**config.mk**
```make
export PLATFORM = sky130hd
export DESIGN_NAME = lfsr_cipher_engine
export DESIGN_NICKNAME = d
export VERILOG_FILES = /design/src/rtl/lfsr_cipher_pkg.sv /design/src/rtl/lfsr_cipher_engine_step.sv /design/src/rtl/lfsr_cipher_engine.sv
export SDC_FILE = /design/constraint.sdc
export NUM_CORES = 1
export LEC_CHECK = 0
export ABC_AREA = 0
export CAP_MARGIN = 10
export CORE_MARGIN = 2
export CORE_UTILIZATION = 45
export DETAILED_ROUTE_END_ITERATION = 12
export PLACE_DENSITY = 0.75
export RECOVER_POWER = 50
export SYNTH_ARGS = -nofsm -noshare
export SYNTH_HDL_FRONTEND = slang
export SYNTH_SLANG_ARGS = --single-unit
```
**constraint.sdc**
```tcl
create_clock -name Clk -period 4.4 [get_ports Clk]
set_clock_uncertainty 0.1 [all_clocks]
set_input_delay 0.66 -clock Clk [delete_from_list [all_inputs] [get_ports Clk]]
set_output_delay 0.66 -clock Clk [all_outputs]
set_load 0.03 [all_outputs]
```
**src/rtl/lfsr_cipher_pkg.sv**
```systemverilog
// Shared types and constants for the LFSR cipher engine: FSM states,
// the pad character used for preamble matching, and the candidate
// tap-pattern table walked during a decrypt search.
package lfsr_cipher_pkg;

    typedef enum logic [2:0] {
        IDLE   = 3'd0,
        SEED   = 3'd1,
        TRY    = 3'd2,
        DECODE = 3'd3,
        ENC    = 3'd4,
        DONE   = 3'd5
    } state_t;

    localparam logic [7:0] PAD_CHAR  = 8'h20;
    localparam int         NUM_TABLE = 9;

    // Candidate tap patterns in search order; indices past the table give 0.
    function automatic logic [6:0] table_ptrn(input logic [3:0] k);
        case (k)
            4'd0:    return 7'h60;
            4'd1:    return 7'h48;
            4'd2:    return 7'h78;
            4'd3:    return 7'h72;
            4'd4:    return 7'h6A;
            4'd5:    return 7'h69;
            4'd6:    return 7'h5C;
            4'd7:    return 7'h7E;
            4'd8:    return 7'h7B;
            default: return 7'h00;
        endcase
    endfunction

endpackage

```
**src/rtl/lfsr_cipher_engine_step.sv**
```systemverilog
// Combinational single-step LFSR: shift left, feed back the parity of the
// tapped bits into bit 0.
module lfsr_step #(
    parameter int LFSR_W = 7
) (
    input  logic [LFSR_W-1:0] state,
    input  logic [LFSR_W-1:0] ptrn,
    output logic [LFSR_W-1:0] state_next
);

    assign state_next = {state[LFSR_W-2:0], ^(state & ptrn)};

endmodule

```
**src/rtl/lfsr_cipher_engine.sv**
```systemverilog
// LFSR stream cipher engine. Encrypt XORs each source byte with the LFSR
// state and adds even parity in bit 7. Decrypt recovers the seed from the
// first byte, searches the pattern table for one whose keystream turns the
// preamble into pad characters, then decodes the whole message.
//
// Memory port: one byte is processed per cycle, so in ENC/DECODE the engine
// presents the destination address (DST_BASE+i) with MemWe high, and the
// memory returns the paired source byte (SRC_BASE+i) on MemRdData in the same
// cycle. In SEED/TRY only reads occur and MemAddr is the source address.
module lfsr_cipher_engine
    import lfsr_cipher_pkg::*;
#(
    parameter int LFSR_W    = 7,
    parameter int NUM_PTRN  = 9,
    parameter int MSG_LEN   = 64,
    parameter int CHECK_LEN = 8,
    parameter int SRC_BASE  = 64,
    parameter int DST_BASE  = 0
) (
    input  logic              Clk,
    input  logic              Reset,
    input  logic              Start,
    input  logic              Mode,
    input  logic [LFSR_W-1:0] PtrnIn,
    input  logic [LFSR_W-1:0] SeedIn,
    output logic [7:0]        MemAddr,
    input  logic [7:0]        MemRdData,
    output logic [7:0]        MemWrData,
    output logic              MemWe,
    output logic              Ack,
    output logic [3:0]        PtrnIdx,
    output logic              NoMatch,
    output logic              ParityErr
);

    localparam logic [7:0] SRC_A     = 8'(SRC_BASE);
    localparam logic [7:0] DST_A     = 8'(DST_BASE);
    localparam logic [7:0] LAST_BYTE = 8'(MSG_LEN - 1);
    localparam logic [7:0] LAST_CHK  = 8'(CHECK_LEN - 1);
    localparam logic [3:0] LAST_K    = 4'(NUM_PTRN - 1);

    state_t            state, state_n;
    logic              start_q;
    logic [7:0]        idx;
    logic [3:0]        k;
    logic [3:0]        ptrn_idx_q;
    logic              no_match_q, par_err_q;

    logic [LFSR_W-1:0] st, seed_r, ptrn_r;
    logic [LFSR_W-1:0] step_ptrn, step_out, seed_w, tbl_ptrn;
    logic [6:0]        tbl7, seed7, st_ext, step_ext, xor_lo;
    logic              launch, try_ok, par_bad;

    logic [7:0]        mem_addr, mem_wr;
    logic              mem_we, ack;

    assign tbl7      = table_ptrn(k);
    assign tbl_ptrn  = tbl7[LFSR_W-1:0];
    assign seed7     = MemRdData[6:0] ^ PAD_CHAR[6:0];
    assign seed_w    = seed7[LFSR_W-1:0];
    assign step_ptrn = (state == TRY) ? tbl_ptrn : ptrn_r;
    assign st_ext    = 7'(st);
    assign step_ext  = 7'(step_out);
    assign xor_lo    = MemRdData[6:0] ^ st_ext;
    assign try_ok    = ((MemRdData[6:0] ^ step_ext) == PAD_CHAR[6:0]);
    assign par_bad   = MemRdData[7] != (^MemRdData[6:0]);
    assign launch    = start_q & ~Start;

    lfsr_step #(.LFSR_W(LFSR_W)) u_step (
        .state      (st),
        .ptrn       (step_ptrn),
        .state_next (step_out)
    );

    // State register plus control counters and sticky status flags.
    always_ff @(posedge Clk) begin
        if (Reset) begin
            state      <= IDLE;
            start_q    <= 1'b0;
            idx        <= '0;
            k          <= '0;
            ptrn_idx_q <= '0;
            no_match_q <= 1'b0;
            par_err_q  <= 1'b0;
        end else begin
            state   <= state_n;
            start_q <= Start;
            case (state)
                IDLE: begin
                    if (launch) begin
                        idx        <= '0;
                        k          <= '0;
                        ptrn_idx_q <= '0;
                        no_match_q <= 1'b0;
                        par_err_q  <= 1'b0;
                    end
                end
                SEED: begin
                    idx <= 8'd1;
                    k   <= '0;
                    if (seed_w == '0) no_match_q <= 1'b1;
                end
                TRY: begin
                    if (try_ok) begin
                        if (idx == LAST_CHK) begin
                            ptrn_idx_q <= k;
                            idx        <= '0;
                        end else begin
                            idx <= idx + 8'd1;
                        end
                    end else begin
                        idx <= 8'd1;
                        if (k == LAST_K) no_match_q <= 1'b1;
                        else             k <= k + 4'd1;
                    end
                end
                ENC: idx <= idx + 8'd1;
                DECODE: begin
                    idx <= idx + 8'd1;
                    if (par_bad) par_err_q <= 1'b1;
                end
                default: ;
            endcase
        end
    end

    // LFSR state, recovered seed and active pattern; no reset needed.
    always_ff @(posedge Clk) begin
        case (state)
            IDLE: begin
                st     <= SeedIn;
                ptrn_r <= PtrnIn;
            end
            SEED: begin
                st     <= seed_w;
                seed_r <= seed_w;
            end
            TRY: begin
                if (try_ok && idx != LAST_CHK) st <= step_out;
                else                           st <= seed_r;
                if (try_ok && idx == LAST_CHK) ptrn_r <= tbl_ptrn;
            end
            ENC, DECODE: st <= step_out;
            default: ;
        endcase
    end

    // Next-state logic and memory/handshake outputs.
    always_comb begin
        state_n  = state;
        mem_addr = '0;
        mem_wr   = '0;
        mem_we   = 1'b0;
        ack      = 1'b0;
        case (state)
            IDLE: if (launch) state_n = Mode ? SEED : ENC;
            SEED: begin
                mem_addr = SRC_A;
                state_n  = (seed_w == '0) ? DONE : TRY;
            end
            TRY: begin
                mem_addr = SRC_A + idx;
                if (try_ok) begin
                    if (idx == LAST_CHK) state_n = DECODE;
                end else if (k == LAST_K) begin
                    state_n = DONE;
                end
            end
            ENC: begin
                mem_addr = DST_A + idx;
                mem_we   = 1'b1;
                mem_wr   = {^xor_lo, xor_lo};
                if (idx == LAST_BYTE) state_n = DONE;
            end
            DECODE: begin
                mem_addr = DST_A + idx;
                mem_we   = 1'b1;
                mem_wr   = {1'b0, xor_lo};
                if (idx == LAST_BYTE) state_n = DONE;
            end
            DONE: begin
                ack = 1'b1;
                if (Start) state_n = IDLE;
            end
            default: state_n = IDLE;
        endcase
    end

    assign MemAddr   = Reset ? 8'h00 : mem_addr;
    assign MemWrData = Reset ? 8'h00 : mem_wr;
    assign MemWe     = ~Reset & mem_we;
    assign Ack       = ~Reset & ack;
    assign PtrnIdx   = Reset ? 4'h0 : ptrn_idx_q;
    assign NoMatch   = ~Reset & no_match_q;
    assign ParityErr = ~Reset & par_err_q;

endmodule

```
==> impl_metrics.tcl, run 1 <==
set metrics [dict create \
    vdd_drop_max_mv 0.398 \
    syn_area_um2 3470 \
    ioPinCount 50 \
    clkLatencyLatePin_ps 310 \
    wl_per_cell_um 15.9 \
    p_per_area_nw_per_um2 632 \
    synthArstFlopShare_pct 0 \
    final_layout_size_suffix_gt1_share_pct 6.96 \
    portBuffers 49 \
    core_um2 7610 \
    vias 3169 \
    nets 496 \
    worstSetupPathType "reg -> reg" \
    fin_crit_ps 3740 \
    synth_common_cells "55 x nand2_1, 47 x nor2_1, 29 x dfxtp_1" \
    cp-end-kind "register" \
    total_power_mw 2.60 \
    fp.dieW_um 91.8 \
    required_ps 4500 \
    fillers 737 \
    cts_root_buf "clkbuf_8" \
    yosys_warnings 0 \
    tightest_slew_ps 886 \
    first_pass_iters 4 \
    vias_per_cell 5.64 \
    rows 32 \
    synth_cell_types 64 \
    setup_viol 0 \
    avgSynthCellArea_um2 8.34 \
    syn_inst 416 \
    synth-seq-area-share_pct 34.9 \
    wl_met1_um 3930 \
    cts_setup_buffers 0 \
    hold_depth 2 \
    status "complete, no violations" \
    finalWirelength_um 8920 \
    fmax_ghz 0.268 \
    cts.sinks 50 \
    hold_path_class "reg -> reg" \
    maxCapViolCount 0 \
    p_seq_share_pct 29.1 \
    grt_usage_pct 21.2 \
    start_kind "register" \
    worstPathArrival_ps 3830 \
    p_leak_nw 1.57 \
    die-height_um 91.8 \
    slew_headroom_pct 40.9 \
    finalHoldViolations 0 \
    rsz0062_at_grt "no" \
    finalCritPeriodShare_pct 84.9 \
    cts_resized 0 \
    numCtsBuffers 5 \
    htreeDepth 2 \
    finalMaxSlewViolations 0 \
    maxUsedRoutingLayer "met4" \
    min_delay_worst_endpoint "no_match_q" \
    cts_tree "built" \
    finalSetupTns_ps 0 \
    place_congestion 0.898 \
    crit_fanout 27 \
    r2r-end "tbl7[5]" \
    reg2reg_depth 13 \
    synthTopCellsByArea "edfxtp_1 18%, dfxtp_1 17%, nand2_1 5.9%, xnor2_1 5.3%, nor2_1 5.1%" \
    drc_errors 0 \
    met3_length_um 630 \
    ys.flop_type "dfxtp_1" \
    switching_share_pct 46.9 \
    wl_met2_um 4170 \
    antenna_found_initial 0 \
    rr_startpoint "state[1]" \
    holdBufCountCts 0 \
    dieArea_um2 8430 \
    grt_max_degree 29 \
    max-clock-path-buffers 2 \
    holdWs_ps 374 \
    area_growth_pct 18.7 \
    p_sw_mw 1.22 \
    ys_seq_elements 50 \
    grt-ovfl-total 0 \
    yosysMostFrequentCell "nand2_1" \
    r2r_slack_ps 660 \
    start_util_pct 45.6 \
    hpwlAfterDp_um 6570 \
    pwr-share-clk_pct 10.6 \
    clkTransAtPathRegs_ps 100 \
    ant_nets 0 \
    antenna_cells 0 \
    grt_pass1_vias 3119 \
    synth_top_cell_by_area "edfxtp_1" \
    combPwrFrac_pct 60.2 \
    synth_nets 453 \
    hp-start "no_match_q" \
    grt_first_pass_wirelength_um 14600 \
    synth_top_area_share_pct 18.2 \
    p_int_mw 1.38 \
    synth_edf_count 21 \
    first_iter_violations 245 \
]
==> cell usage in the layout (no fill, tap or decap), types with 3 or more instances in the layout <==
cell,instances
nor3_1,10
a31oi_1,6
ha_1,11
xnor3_1,3
o211ai_1,4
nand2_1,55
a211oi_1,3
clkbuf_8,5
clkdlybuf4s50_1,33
xnor2_1,21
mux2_2,7
xor2_1,6
nand2b_1,3
and2_1,6
nand3_1,11
a21o_1,3
and3_1,6
buf_4,8
dlygate4sd3_1,16
mux2i_1,5
nor2_1,47
inv_1,17
nor2b_1,15
a311oi_1,3
o31ai_1,3
o22ai_1,8
dfxtp_1,29
o21ai_0,23
a21oi_1,27
nand4_1,3
edfxtp_1,21
==> power by group through the flow <==
stage,logic [mW],clock network [mW],registers (mW)
global route,1.69,0.302,0.770
floorplan,1.29,0,0.691
CTS,1.60,0.281,0.757
finish,1.57,0.277,0.759
global placement,1.56,0,0.764
detailed placement,1.59,0,0.768
==> how the worst max path moves through the flow <==
stage               slack (ps)     start  endpoint  depth (start not counted)
global route               400  state[1]   tbl7[1]                         13
global placement           800  state[1]   tbl7[1]                         13
floorplan                 1120  state[1]   tbl7[1]                         15
detailed placement         670  state[1]   tbl7[5]                         13
finish                     660  state[1]   tbl7[5]                         13
CTS                        650  state[1]   tbl7[5]                         13
==> cell families after synthesis <==
group,share of synthesized area [%]
flops,34.9
simple gates,24.0
fa+ha+maj,3.97
buf+inv,4.65
xor+xnor,9.26
compound gates,18.9
mux,4.36
==> final cells by class <==
type,instances,area [um2],share of cell area (%)
multi-input cells,326,2070,50.3
flip-flops and latches,50,1210,29.4
repair buffers,58,554,13.4
well taps,102,128,3.10
clock buffers,5,68.8,1.67
inverters,18,67.6,1.64
clock inverters,3,20.0,0.486
==> routing by layer <==
metal  vias up  track usage, %
met1      1477            28.2
met3        21            3.53
met5         -               0
li1       1545               -
met4         0            7.09
met2       126            35.1
==> per-stage QoR <==
step	setup slack (ps)	area, um2	utilization [%]	instances
3_3_place_gp	805	4060	53.4	554
2_1_floorplan	1120	3470	-	416
6_report	664	4120	54.2	562
4_1_cts	645	4150	54.6	562
5_1_grt	400	4120	54.2	562
3_5_place_dp	666	4060	53.4	554
==> state kept, by name (all words and copies together), names as in the netlist <==
name	flops
idx	8
k	4
no_match_q	1
par_err_q	1
ptrn_idx_q	4
ptrn_r	7
seed_r	7
st	7
start_q	1
state	3
tbl7	7
==> critical path, cell delays in order (launching register included) <==
cell and delay (ps):
dfxtp_1 340, buf_4 280, or3b_1 550, a31oi_1 230, xnor3_1 470, xnor3_1 360
nor2_4 100, nor4_1 250, a21oi_1 100, or2_2 300, ha_1 210, nand2_1 70
a211o_1 160, o211ai_1 100
Power figures use the tool's default switching activity.
==> run 2, diff against run 1 <==
Clock period 4.4 ns to 3.55 ns, I/O delays scaled along.
==> run 2 against run 1 <==
Compared with the run above: register-to-register slack worse by 410 ps; core utilization up 1.2 points; wire length up 5.2%; largest cell class unchanged; total power up 33%; cell area up 2.3%; critical path depth down 6; via count up 2.7%; sequential cell count unchanged; hold slack worse by 6.6 ps; combinational power up 39%; worst setup slack worse by 460 ps; global-route usage up 2.0 points.
==> impl_metrics.tcl, run 2 (synthesis results as in run 1) <==
set metrics [dict create \
    status "complete, no violations" \
    htreeDepth 2 \
    required_ps 2920 \
    finalWirelength_um 9390 \
    grt_first_pass_wirelength_um 15900 \
    slew_headroom_pct 41.2 \
    first_iter_violations 235 \
    nets 510 \
    antenna_cells 0 \
    layout_commonest_cell "nand2_1" \
    clkTransAtPathRegs_ps 100 \
    drc_errors 0 \
    cp-end-kind "output pin" \
    start_kind "primary input" \
    worstPathArrival_ps 2720 \
    cts_root_buf "clkbuf_8" \
    cts_tree "built" \
    wl_per_cell_um 16.3 \
    fp.dieW_um 91.8 \
    p_per_area_nw_per_um2 821 \
    holdBufCountCts 0 \
    fin_crit_ps 3350 \
    regMostFlops "idx" \
    final_layout_size_suffix_gt1_share_pct 12.9 \
    grt-ovfl-total 0 \
    die-height_um 91.8 \
    grt_max_degree 29 \
    grt_pass1_vias 3230 \
    clkLatencyLatePin_ps 310 \
    max-clock-path-buffers 2 \
    cts.sinks 50 \
    largest_reg_flops 8 \
    tightest_slew_ps 883 \
    ant_nets 0 \
    core_um2 7610 \
    start_util_pct 45.6 \
    grt_usage_pct 23.2 \
    finalSetupTns_ps 0 \
    rr_startpoint "state[0]" \
    hp-start "no_match_q" \
    vdd_drop_max_mv 0.371 \
    crit_fanout 5 \
    finalMaxSlewViolations 0 \
    hpwlAfterDp_um 6980 \
    first_pass_iters 4 \
    setup_viol 0 \
    fmax_ghz 0.298 \
    p_leak_nw 1.65 \
    dieArea_um2 8430 \
    worstSetupPathType "in -> out" \
    rows 32 \
    vias_per_cell 5.65 \
    finalHoldViolations 0 \
    maxCapViolCount 0 \
    vias 3253 \
    finalCritPeriodShare_pct 94.4 \
    ioPinCount 50 \
    area_growth_pct 21.4 \
    rsz0062_at_grt "no" \
    numCtsBuffers 5 \
    hold_path_class "reg -> reg" \
    final_util_pct 55.4 \
    antenna_found_initial 0 \
    place_congestion 0.921 \
    critPathLaunch "MemRdData[4]" \
    final_cell_mix "55 x nand2_1, 47 x nor2_1, 33 x buf_4" \
    portBuffers 49 \
]
run 2: cell types whose count changed in the layout (fill, tap and decap cells not counted), moves of 2 or more:
cell / before / now
clkbuf_1: 1 / 3
xnor3_2: 0 / 2
buf_4: 8 / 33
clkdlybuf4s50_1: 33 / 22
xnor3_1: 3 / 1
dlygate4sd3_1: 16 / 13
run 2: final timing paths:
path	end	slack (ps)	cells past startpoint
max	MemWrData[7]	200	7
max reg2reg	st[3]	250	10
min	no_match_q	370	2
min reg2reg	no_match_q	370	2
run 2: metal layers:
metal | vias up | part of all wire [%] | global-route usage [%]
met3 | 20 | 6.9 | 3.37
met5 | - | 0 | 0
li1 | 1576 | - | -
met2 | 138 | 48 | 39.2
met1 | 1519 | 43 | 30.7
met4 | 0 | 1.6 | 7.34
run 2: area by class of cell:
| cell class | instances | area (um2) |
|---|---|---|
| flip-flops and latches | 50 | 1210 |
| repair buffers | 72 | 629 |
| well taps | 102 | 128 |
| fillers | 720 | 3390 |
| inverters | 18 | 67.6 |
| clock inverters | 3 | 23.8 |
| multi-input cells | 326 | 2090 |
| clock buffers | 5 | 68.8 |
run 2: critical path, cell delays in order:
cell	delay, ps
dlygate4sd3_1	650
xnor2_1	270
xnor2_1	170
xnor2_1	160
xnor2_1	100
nor3_1	140
clkdlybuf4s50_1	700
run 2: timing repair:
item,in CTS,in global routing
setup buffers,0,2
resized for setup,0,3
setup endpoints to repair,0,4
run 2: through the flow:
step	area, um2	power [mW]	hold slack (ps)	std cells	worst slack, ps
3_3_place_gp	4120	3.06	342	566	285
6_report	4220	3.46	367	576	199
3_5_place_dp	4120	3.11	349	566	158
5_1_grt	4220	3.70	409	576	32.7
4_1_cts	4210	3.46	370	574	111
2_1_floorplan	3470	2.45	329	416	267
run 2: report_power, final:
part           internal, mW  leakage [nW]  switching, mW  total [mW]
clock network         0.141        0.0408          0.210       0.351
registers             0.789         0.442          0.143       0.931
logic                 0.947          1.17           1.23        2.18
==> run 3, diff against run 2 <==
Settings changed: ABC_AREA 0 to 1, CORE_ASPECT_RATIO from default to 0.6, HOLD_SLACK_MARGIN from default to 0.08.
==> run 3 against run 2 <==
Compared with the run above: largest power group unchanged; area after synthesis shrank 3.1%; sequential share of layout area rose by 0.80 points; critical path depth unchanged; combinational power decreased by 30%; sequential power up 2.3%; via count is 2.1% higher; first-iteration DRC count is 19% higher.
==> impl_metrics.tcl, run 3 <==
set metrics [dict create \
    status "complete, no violations" \
    p_int_mw 1.57 \
    hp-start "no_match_q" \
    area_growth_pct 22.1 \
    setup_viol 0 \
    core_um2 7240 \
    synth_top_cell_by_area "edfxtp_1" \
    crit_fanout 3 \
    r2r-end "tbl7[1]" \
    reg2reg_depth 22 \
    fillers 682 \
    r2r_slack_ps 340 \
    maxCapViolCount 0 \
    vias 3321 \
    numCtsBuffers 5 \
    yosys_warnings 0 \
    slew_headroom_pct 54.5 \
    fin_cells 628 \
    vias_per_cell 5.29 \
    place_inst 620 \
    synth_nets 505 \
    hpwlAfterDp_um 6990 \
    critical-path-top-delay-family "buffers and inverters" \
    cts.sinks 50 \
    antenna_found_initial 0 \
    ant_nets 0 \
    drc_errors 0 \
    first_iter_violations 279 \
    rr_startpoint "state[0]" \
    synth_common_cells "133 x nand2_1, 69 x inv_1, 42 x nor2_1" \
    met3_usage_pct 5.40 \
    fmax_ghz 0.296 \
    fin_crit_ps 3370 \
    cp-end-kind "output pin" \
    grt_max_degree 22 \
    htreeDepth 2 \
    switching_share_pct 46.6 \
    register_area_um2 1210 \
    clkTransAtPathRegs_ps 60 \
    p_sw_mw 1.37 \
    worstPathArrival_ps 2740 \
    multiInputGateArea_um2 1800 \
    fp.dieW_um 116 \
    finalWirelength_um 9070 \
    clkLatencyLatePin_ps 290 \
    synth_cell_types 41 \
    rsz0062_at_grt "no" \
    tightest_slew_ps 683 \
    avgSynthCellArea_um2 7.19 \
    final_layout_size_suffix_gt1_share_pct 8.97 \
    largest_reg_flops 8 \
    ys.flop_type "dfxtp_1" \
    holdWs_ps 367 \
    min_delay_worst_endpoint "no_match_q" \
    final_cell_mix "134 x nand2_1, 69 x inv_1, 42 x nor2_1" \
    grt_pass1_vias 3130 \
    first_pass_iters 5 \
    die-height_um 71.0 \
    met1_usage_pct 36.0 \
    vdd_drop_max_mv 0.251 \
    cts_setup_buffers 0 \
    ys_seq_elements 50 \
    grt_usage_pct 23.5 \
    cts_resized 0 \
    finalSetupTns_ps 0 \
    syn_area_um2 3360 \
    synth_top_area_share_pct 18.7 \
    grt_use_met2_pct 32.9 \
    finalMaxSlewViolations 0 \
    nets 560 \
    finalCritPeriodShare_pct 95.0 \
    ioPinCount 50 \
    start_kind "primary input" \
    start_util_pct 46.5 \
    synth_edf_count 21 \
    synthArstFlopShare_pct 0 \
    crit_buf_inv 2 \
    cts_root_buf "clkbuf_16" \
    max-clock-path-buffers 2 \
    grt-ovfl-total 0 \
    holdBufCountCts 0 \
    worstSetupPathType "in -> out" \
    yosysMostFrequentCell "nand2_1" \
    wl_per_cell_um 14.4 \
    antenna_cells 0 \
    hold_depth 2 \
    portBuffers 49 \
    synthTopCellsByArea "edfxtp_1 19%, dfxtp_1 17%, nand2_1 15%, inv_1 7.7%, nor2_1 4.7%" \
    pwr-share-clk_pct 16.0 \
    dieArea_um2 8200 \
    finalHoldViolations 0 \
    place_congestion 0.904 \
    grt_first_pass_wirelength_um 15100 \
    p_leak_nw 1.89 \
    rows 24 \
    top_usage_layer "met1" \
    required_ps 2920 \
    cts_tree "built" \
    syn_inst 468 \
    synth-seq-area-share_pct 36.0 \
    cp_cell_sequence "clkdlybuf4s50_1 > xnor2_1 > xnor2_1 > xor2_1 > o21ai_0 > a211oi_1 > clkdlybuf4s50_1" \
    hold_path_class "reg -> reg" \
    layout_commonest_cell "nand2_1" \
    cp_slowest_cell "clkdlybuf4s50_1" \
    slowest_delay_ps 720 \
    p_per_area_nw_per_um2 718 \
    p_seq_share_pct 32.3 \
    regMostFlops "idx" \
    combPwrFrac_pct 51.7 \
]
[run 3: cell families (layout without fill, tap and decap cells)]
family / Yosys count / in the layout / share of synthesized area [%]
compound gates: 60 / 60 / 11.9
simple gates: 239 / 239 / 32.1
flops: 50 / 50 / 36.0
buf+inv: 88 / 144 / 10.6
fa+ha+maj: 11 / 11 / 4.09
xor+xnor: 20 / 20 / 5.21
[run 3: stage by stage]
stage | utilization [%] | setup WS [ps] | area [um2] | power (mW)
2_1_floorplan | - | 533 | 3360 | 2.04
3_3_place_gp | 55.0 | 231 | 3980 | 2.41
3_5_place_dp | 55.0 | 170 | 3980 | 2.46
4_1_cts | 56.9 | 144 | 4120 | 2.94
5_1_grt | 56.7 | 0.372 | 4110 | 3.18
6_report | 56.7 | 176 | 4110 | 2.95
[run 3: metal layers]
layer / part of all wire (%) / up-vias
met4: 0.92 / 0
met3: 7.5 / 8
li1: - / 1637
met5: 0 / -
met2: 41 / 136
met1: 50 / 1540
[run 3: cell type report]
class / count / share of cell area [%]
Clock buffer: 8 / 3.32
Inverter: 77 / 7.16
Multi-Input combinational cell: 330 / 43.7
Sequential cell: 50 / 29.5
Tap cell: 104 / 3.17
Timing Repair Buffer: 59 / 13.1
[run 3: how the worst max path moves through the flow]
stage | endpoint | slack [ps] | startpoint | depth (start not counted)
after detailed placement | MemWrData[7] | 170 | MemRdData[0] | 7
after CTS | MemWrData[6] | 140 | state[1] | 9
after global placement | MemWrData[7] | 230 | MemRdData[0] | 7
after floorplan | MemAddr[7] | 530 | state[1] | 9
final | MemWrData[7] | 180 | MemRdData[5] | 7
after global routing | MemWrData[7] | 0.4 | MemRdData[5] | 7
[run 3: worst register-to-register path, cell delays in order (launching register included)]
cell and delay [ps]:
dfxtp_1 370, inv_2 190, nand3_4 240, nand2_1 130, nand2_1 70, nand2_1 100, inv_1 70, nand2_1 70
nand2_1 70, nand2_1 70, nand2_1 70, nand2_1 80, nand3_1 90, nand2_2 150, nand3_4 110, nand3_4 140
nand2_1 90, a22oi_1 330, ha_1 320, inv_1 60, nand3_1 60, nand3_1 80, nand2_1 50
[run 3: power by group through the flow]
stage                     combinational [mW]  clock [mW]  sequential (mW)
after floorplan                         1.16           0            0.887
after global placement                  1.46           0            0.949
after detailed placement                1.51           0            0.953
after CTS                               1.52       0.475            0.943
after global routing                    1.70       0.500            0.975
final                                   1.52       0.472            0.952
